**src/rtl/mips_pkg.sv**
```systemverilog
// Shared types and constants for the MIPS front-end pipeline stages.
package mips_pkg;

    typedef logic [31:0] addr_t;
    typedef logic [31:0] instr_t;

    localparam addr_t  RESET_PC_DEFAULT = 32'hBFC0_0000;
    localparam instr_t INSTR_NOP        = 32'h0000_0000;

    // HOLD means the skid entry is occupied and fetch is paused.
    typedef enum logic [0:0] {
        RUN  = 1'b0,
        HOLD = 1'b1
    } if_state_e;

endpackage

```
**src/rtl/if_skid_buf.sv**
```systemverilog
// One-entry {instr, pc} holding register that catches a fetch return while decode stalls.
module if_skid_buf
    import mips_pkg::*;
#(
    parameter int ADDR_W  = 32,
    parameter int INSTR_W = 32
) (
    input  logic               clk,
    input  logic               rst,
    input  logic               fill,
    input  logic               drain,
    input  logic               flush,
    input  logic [INSTR_W-1:0] fill_instr,
    input  logic [ADDR_W-1:0]  fill_pc,
    output logic               valid,
    output logic [INSTR_W-1:0] instr,
    output logic [ADDR_W-1:0]  pc
);

    always_ff @(posedge clk) begin
        if (rst || flush)
            valid <= 1'b0;
        else if (fill)
            valid <= 1'b1;
        else if (drain)
            valid <= 1'b0;
    end

    // Payload is only meaningful while valid is set, so it needs no reset.
    always_ff @(posedge clk) begin
        if (fill) begin
            instr <= fill_instr;
            pc    <= fill_pc;
        end
    end

endmodule

```
**src/rtl/if_stage.sv**
```systemverilog
// MIPS instruction-fetch stage: PC, 1-cycle imem requests, skid-buffered valid/ready output.
// Optional macro IF_PERF_CNT_EN adds saturating transfer/stall performance counters.
module if_stage
    import mips_pkg::*;
#(
    parameter int                ADDR_W   = 32,
    parameter int                INSTR_W  = 32,
    parameter logic [ADDR_W-1:0] RESET_PC = ADDR_W'(RESET_PC_DEFAULT)
) (
    input  logic               clk,
    input  logic               rst,
    input  logic               redirect_valid,
    input  logic [ADDR_W-1:0]  redirect_pc,
    output logic               imem_req,
    output logic [ADDR_W-1:0]  imem_addr,
    input  logic [INSTR_W-1:0] imem_rdata,
    output logic               id_valid,
    input  logic               id_ready,
    output logic [INSTR_W-1:0] id_instr,
    output logic [ADDR_W-1:0]  id_pc,
    output logic [ADDR_W-1:0]  id_pc_plus4
`ifdef IF_PERF_CNT_EN
    ,
    output logic [31:0]        perf_fetch_cnt,
    output logic [31:0]        perf_stall_cnt
`endif
);

    logic [ADDR_W-1:0]  pc;
    logic [ADDR_W-1:0]  req_pc;
    logic               inflight;
    logic               skid_valid;
    logic               skid_fill;
    logic               skid_drain;
    logic [INSTR_W-1:0] skid_instr;
    logic [ADDR_W-1:0]  skid_pc;
    if_state_e          state;
    logic               out_free;
    logic               stall_hold;
    logic               load_out;
    logic [INSTR_W-1:0] load_instr;
    logic [ADDR_W-1:0]  load_pc;
    logic               unused_ok;

    assign unused_ok  = ^redirect_pc[1:0];
    assign state      = skid_valid ? HOLD : RUN;
    assign out_free   = !id_valid || id_ready;
    assign stall_hold = id_valid && !id_ready;

    // A return that would find both the output and skid occupied is never requested.
    assign imem_req   = !rst && !redirect_valid && (state == RUN) && !(stall_hold && inflight);
    assign imem_addr  = pc;

    assign skid_fill  = !redirect_valid && inflight && !out_free;
    assign skid_drain = !redirect_valid && skid_valid && out_free;

    if_skid_buf #(
        .ADDR_W  (ADDR_W),
        .INSTR_W (INSTR_W)
    ) u_skid (
        .clk        (clk),
        .rst        (rst),
        .fill       (skid_fill),
        .drain      (skid_drain),
        .flush      (redirect_valid),
        .fill_instr (imem_rdata),
        .fill_pc    (req_pc),
        .valid      (skid_valid),
        .instr      (skid_instr),
        .pc         (skid_pc)
    );

    always_comb begin
        load_out   = 1'b0;
        load_instr = skid_instr;
        load_pc    = skid_pc;
        if (skid_drain) begin
            load_out = 1'b1;
        end else if (!redirect_valid && inflight && out_free) begin
            load_out   = 1'b1;
            load_instr = imem_rdata;
            load_pc    = req_pc;
        end
    end

    // Request stage: PC and in-flight tracking.
    always_ff @(posedge clk) begin
        if (rst) begin
            pc       <= RESET_PC;
            inflight <= 1'b0;
        end else if (redirect_valid) begin
            pc       <= {redirect_pc[ADDR_W-1:2], 2'b00};
            inflight <= 1'b0;
        end else begin
            if (imem_req)
                pc <= pc + ADDR_W'(4);
            inflight <= imem_req;
        end
    end

    always_ff @(posedge clk) begin
        if (imem_req)
            req_pc <= pc;
    end

    // Return stage: output register presented to decode.
    always_ff @(posedge clk) begin
        if (rst) begin
            id_valid    <= 1'b0;
            id_instr    <= INSTR_W'(INSTR_NOP);
            id_pc       <= '0;
            id_pc_plus4 <= '0;
        end else if (redirect_valid) begin
            id_valid <= 1'b0;
        end else if (load_out) begin
            id_valid    <= 1'b1;
            id_instr    <= load_instr;
            id_pc       <= load_pc;
            id_pc_plus4 <= load_pc + ADDR_W'(4);
        end else if (out_free) begin
            id_valid <= 1'b0;
        end
    end

`ifdef IF_PERF_CNT_EN
    always_ff @(posedge clk) begin
        if (rst) begin
            perf_fetch_cnt <= '0;
            perf_stall_cnt <= '0;
        end else begin
            if (id_valid && id_ready && (perf_fetch_cnt != '1))
                perf_fetch_cnt <= perf_fetch_cnt + 32'd1;
            if (stall_hold && (perf_stall_cnt != '1))
                perf_stall_cnt <= perf_stall_cnt + 32'd1;
        end
    end
`endif

endmodule

```
**config.mk**
```make
export PLATFORM = sky130hd
export DESIGN_NAME = if_stage
export DESIGN_NICKNAME = d
export VERILOG_FILES = /design/src/rtl/mips_pkg.sv /design/src/rtl/if_skid_buf.sv /design/src/rtl/if_stage.sv
export SDC_FILE = /design/constraint.sdc
export NUM_CORES = 1
export LEC_CHECK = 0
export CORE_ASPECT_RATIO = 1.5
export CORE_MARGIN = 5
export CORE_UTILIZATION = 55
export CTS_CLUSTER_DIAMETER = 200
export CTS_CLUSTER_SIZE = 20
export DETAILED_ROUTE_END_ITERATION = 8
export GPL_ROUTABILITY_DRIVEN = 0
export GPL_TIMING_DRIVEN = 0
export PLACE_DENSITY = 0.85
export SKIP_CTS_REPAIR_TIMING = 1
export SYNTH_ARGS = -nofsm -noshare
export SYNTH_HDL_FRONTEND = slang
export SYNTH_HIERARCHICAL = 1
export SYNTH_SLANG_ARGS = --single-unit
```
**constraint.sdc**
```tcl
create_clock -name clk -period 8.2 [get_ports clk]
set_input_delay 0.82 -clock clk [delete_from_list [all_inputs] [get_ports clk]]
set_output_delay 0.82 -clock clk [all_outputs]
set_load 0.05 [all_outputs]
```
After elaboration in Yosys (flattened, before gate mapping) --
Cells that the tools add are included.
Storage, ports and cells: register bits 227, logic and storage cells 51, bits of input ports 68
Cells by class: reductions and logical operators 23, mux-type cells 13, add/subtract/negate cells 2, bitwise operators 2
Operators by type and width (count):
- 32-bit 2-to-1 mux | 6
- 32-bit by 3-bit adder with 32-bit output, second input constant | 2
- 1-bit logical AND | 10
- 1-bit 2-to-1 mux | 7
- 1-bit zero test | 6
- 2-bit nonzero test | 3
- 1-bit logical OR | 2
- 1-bit inverter | 2
- 2-bit AND reduction | 1
- 2-bit OR reduction | 1

Depth between registers and ports, before layout --
depth after elaboration 7, depth in mapped cells 15, gate-level depth less buffers 11

Modules after synthesis --
The synthesis kept the hierarchy.
Modules (own cells, without submodules):
- if_stage | times used 1, cells each 847, area each 7447.1 µm²
- if_skid_buf | times used 1, cells each 68, area each 1966.9 µm²

Worst setup path after synthesis --
Ideal clock, no wire load.
path type input port to flip-flop, start input port id_ready, end register pc[27], in the netlist imem_addr[27], stages on the path 6, data arrival time 6.844 ns, path slack 1.200 ns, path buffers 1, library setup time 0.156 ns, data required time 8.044 ns, cell sequence and3b_1 clkbuf_1 nor4_1 nand4_1 o211ai_1 o311ai_0
On the way: word-level cells in the longest chain between the ends 6
Ends and longest elaborated chain:
- from (decl) | RTL line if_stage.sv:18 | input logic id_ready,
- 1-bit zero test | RTL line if_stage.sv:48 | assign stall_hold = id_valid && !id_ready;
- 1-bit logical AND | RTL line if_stage.sv:48
- 1-bit logical AND | RTL line if_stage.sv:51 | assign imem_req = !rst && !redirect_valid && (state == RUN) && !(stall_hold && inflight);
- 1-bit zero test | RTL line if_stage.sv:51
- 1-bit logical AND | RTL line if_stage.sv:51
- via imem_req | RTL line if_stage.sv:14 | output logic imem_req,
- 2-bit nonzero test (no source line)
- to (signal assigned) | RTL line if_stage.sv:92 | pc <= {redirect_pc[ADDR_W-1:2], 2'b00};
- to (signal assigned) | RTL line if_stage.sv:96 | pc <= pc + ADDR_W'(4);
- to (decl) | RTL line if_stage.sv:29 | logic [ADDR_W-1:0] pc;
The timed path passes the listed nets, and every way through them passes these cells. A chain may end at the register's enable or synchronous reset.

Worst setup path in the final report --
start input port redirect_valid, end register id_pc_plus4[30]
On the way: word-level cells in the longest chain between the ends 6, elaborated cells between the ends (all ways) 12, those cells by class 1 x add/sub; 4 x mux; 1 x bitwise; 6 x reduce/logical
Ends and longest elaborated chain:
- from (decl) | RTL line if_stage.sv:12 | input logic redirect_valid,
- 1-bit zero test (*) | RTL line if_stage.sv:55, if_stage.sv:79
- 1-bit logical AND (2 in series) | RTL line if_stage.sv:79 | end else if (!redirect_valid && inflight && out_free) begin
- 32-bit 2-to-1 mux | RTL line if_stage.sv:79
- 32-bit 2-to-1 mux (*) | RTL line if_stage.sv:77 | if (skid_drain) begin
- via load_pc[2] | RTL line if_stage.sv:42 | logic [ADDR_W-1:0] load_pc;
- 32-bit by 3-bit adder with 32-bit output (*) | RTL line if_stage.sv:119 | id_pc_plus4 <= load_pc + ADDR_W'(4);
- to (signal assigned) | RTL line if_stage.sv:119
- to (decl) | RTL line if_stage.sv:21 | output logic [ADDR_W-1:0] id_pc_plus4
Mark *: on every way through the listed nets, which the timed path passes. The rest lies on a longest branch.

==> results.toml <==
[sta]
holdWs_ns = 0.460
fin_skew_ns = 0.0213
maxSlewHeadroom_pct = 30.8
setup_viol = 0
worst_pin_slew_ns = 1.03
rsz0062_at_grt = "false"
max_freq_mhz = 186
slew_viol_final = 0
hold_viol_final = 0
fin_crit_sh_pct = 65.7
period_needed_ns = 5.39

[clocking]
clock_latency_ns = 0.49
cts_buffer_depth = 3
cts-htree-levels = 1
clockRootBuffer = "clkbuf_16"
clkTransAtPathRegs_ns = 0.08
cts_buffers = 15
clock_sinks = 221
tritoncts = "done"

[placement]
dp_cells = 1326
placed_area_um2 = 11700
dp_hpwl_mm = 21.3
io_buffers = 193

[worst_setup_path]
startpoint_type = "input port"
worstPathCellList = "clkdlybuf4s50_1 -> nor4b_1 -> buf_2 -> buf_2 -> buf_2 -> buf_2 -> mux2i_1 -> inv_1 -> ha_1 -> nand3_1 -> or3_1 -> mux2i_1 -> nand3_1 -> or4_1 -> a32o_1"
crit_path_frequent_cell = "buf_2"
arrival_ns = 5.76
endpoint_kind = "register"
cp.required_ns = 8.57
cpMaxStageDelayCell = "mux2i_1"
r2r-end = "id_pc_plus4[30]"
cp-startpoint = "redirect_valid"
ff2ff_path_depth = 14
r2r_slack_ns = 3.31
slowest_delay_ns = 0.61
worstSetupPathType = "input port to register"
endpoint = "id_pc_plus4[30]"
r2r_start = "id_valid"
crit_fanout = 10

[die]
fp.dieH_um = 170
num_io_pins = 198
die_area_um2 = 19900
start_util_pct = 55.9
rows = 58
fp.coreArea_um2 = 16800
dieWidth_um = 117

[layout]
final_area_um2 = 12100
area_growth_pct = 29.0
insertedDiodeCount = 0
drive_above_1_share_pct = 4.20
final_core_util_pct = 72.1
instances_no_fill = 1352
final_common_cell = "clkdlybuf4s50_1"
fin_nets = 1203
layout_common_cells = "clkdlybuf4s50_1, nand2_1, dfxtp_1"

[drt]
route.detailed.drc = 1
firstDrtPassIters = 8
wire_per_inst_um = 20.9
vias = 8281
antenna_left = 0
vias_per_cell = 6.13
routed_wl_mm = 28.2
drtIter0Drc = 875

[grt]
grt_pass1_wl_mm = 44.0
grt_pass1_vias = 8456
antenna_found_initial = 0
track_usage_pct = 28.0
grt_max_degree = 26
overflow = 0

[power_and_ir_drop]
pwr_density_cell_nw_per_um2 = 189
worst_ir_drop_vdd_uv = 177
cellLeakagePower_nw = 4.22
power.total_mw = 2.29

[min_path]
hp-class = "register to register"

[synth]
synth_async_sr_flop_share_pct = 0
ys_seq_elements = 221
synth_cell_types = 58
synth_edf_count = 94
netlist_instances = 915
syn-cell-area_um2 = 9410
synth_seq_area_share_pct = 57.0
synth.avg_cell_area_um2 = 10.3
yosys_warnings = 6
synthFlopType = "dfxtp_1"

[status]
status = "finished, violations left"
violations = "DRC"

[run]
drv_cap = 0
cell families after synthesis:
family                   Yosys count  share of synthesized area (%)
adder cells (fa/ha/maj)            2                          0.266
AND/OR/NAND/NOR                  398                           20.0
other                              1                         0.0398
buffers and inverters             67                           3.07
flip-flops                       221                           57.0
multiplexers                      46                           4.94
XOR/XNOR                          35                           3.26
AO/OA/AOI/OAI                    145                           11.4
routing by layer:
layer | share of wire [%] | up-vias | global-route usage (%)
li1 | - | 3779 | -
met1 | 35 | 3911 | 31.6
met2 | 51 | 482 | 50.1
met3 | 8.2 | 109 | 4.27
met4 | 5.5 | 0 | 14.7
met5 | 0 | - | 0
flip-flops by register name, indices dropped and copies added, names as in the netlist:
register and cells:
id_pc 32, id_instr 32, id_valid 1, u_skid/instr 32
id_pc_plus4 30, req_pc 30, imem_addr 30, inflight 1
u_skid/pc 32, u_skid/valid 1
metrics by stage:
stage          setup TNS, ns  worst slack (ns)
4_1_cts                    0              2.90
3_3_place_gp          -0.259            -0.259
5_1_grt                    0              2.53
2_1_floorplan              0              1.20
3_5_place_dp               0              2.41
6_report                   0              2.81
cell type report:
type / instances / area, um2
Timing Repair Buffer: 198 / 2000
Fill cell: 1257 / 4690
Clock inverter: 2 / 28.8
Buffer: 60 / 263
Clock buffer: 24 / 409
Tap cell: 210 / 263
Sequential cell: 221 / 5370
Inverter: 7 / 26.3
Multi-Input combinational cell: 630 / 3780
power breakdown:
part           leakage, nW  switching [mW]  total, mW  internal [mW]
sequential            1.89          0.0366       1.22           1.18
combinational         2.12           0.224      0.349          0.125
clock                0.210           0.370      0.724          0.353
total                 4.22           0.631       2.29           1.66
worst max-delay path, delay by kind of cell:
kind | cells | cell delay, ns
buffers and inverters | 6 | 1.92
multiplexers | 2 | 0.75
AND/OR/NAND/NOR | 5 | 1.80
adder cells (fa/ha/maj) | 1 | 0.19
AO/OA/AOI/OAI | 1 | 0.25
cell usage after synthesis (all sizes together) (7+ instances only):
library cell  instances  share of area (%)
a21oi                23                1.2
o211ai                9               0.77
dfxtp               127                 27
and2                  9               0.60
nand3                30                1.6
and3                 19                1.3
mux2i                42                4.5
nor3                 22                1.2
nor2                108                4.3
edfxtp               94                 30
nor4                 10               0.82
a211oi               28                2.2
nand4                24                1.6
clkbuf               46                1.8
buf                  14               0.96
nand2               140                5.6
xor2                 13                1.2
o21ai                16               0.85
and4                  7               0.65
a311oi               35                3.3
xnor2                22                2.0
how the worst min path moves through the flow:
stage                         startpoint             end  slack, ns  cells past startpoint
after floorplan               req_pc[30]   u_skid/pc[30]       0.43                      0
after global placement        req_pc[30]   u_skid/pc[30]       0.44                      0
after detailed placement  id_pc_plus4[4]  id_pc_plus4[4]       0.45                      2
after CTS                 id_pc_plus4[4]  id_pc_plus4[4]       0.46                      2
after global routing          req_pc[30]   u_skid/pc[30]       0.49                      0
final                     id_pc_plus4[6]  id_pc_plus4[6]       0.46                      2
Power figures use the tool's default switching activity.
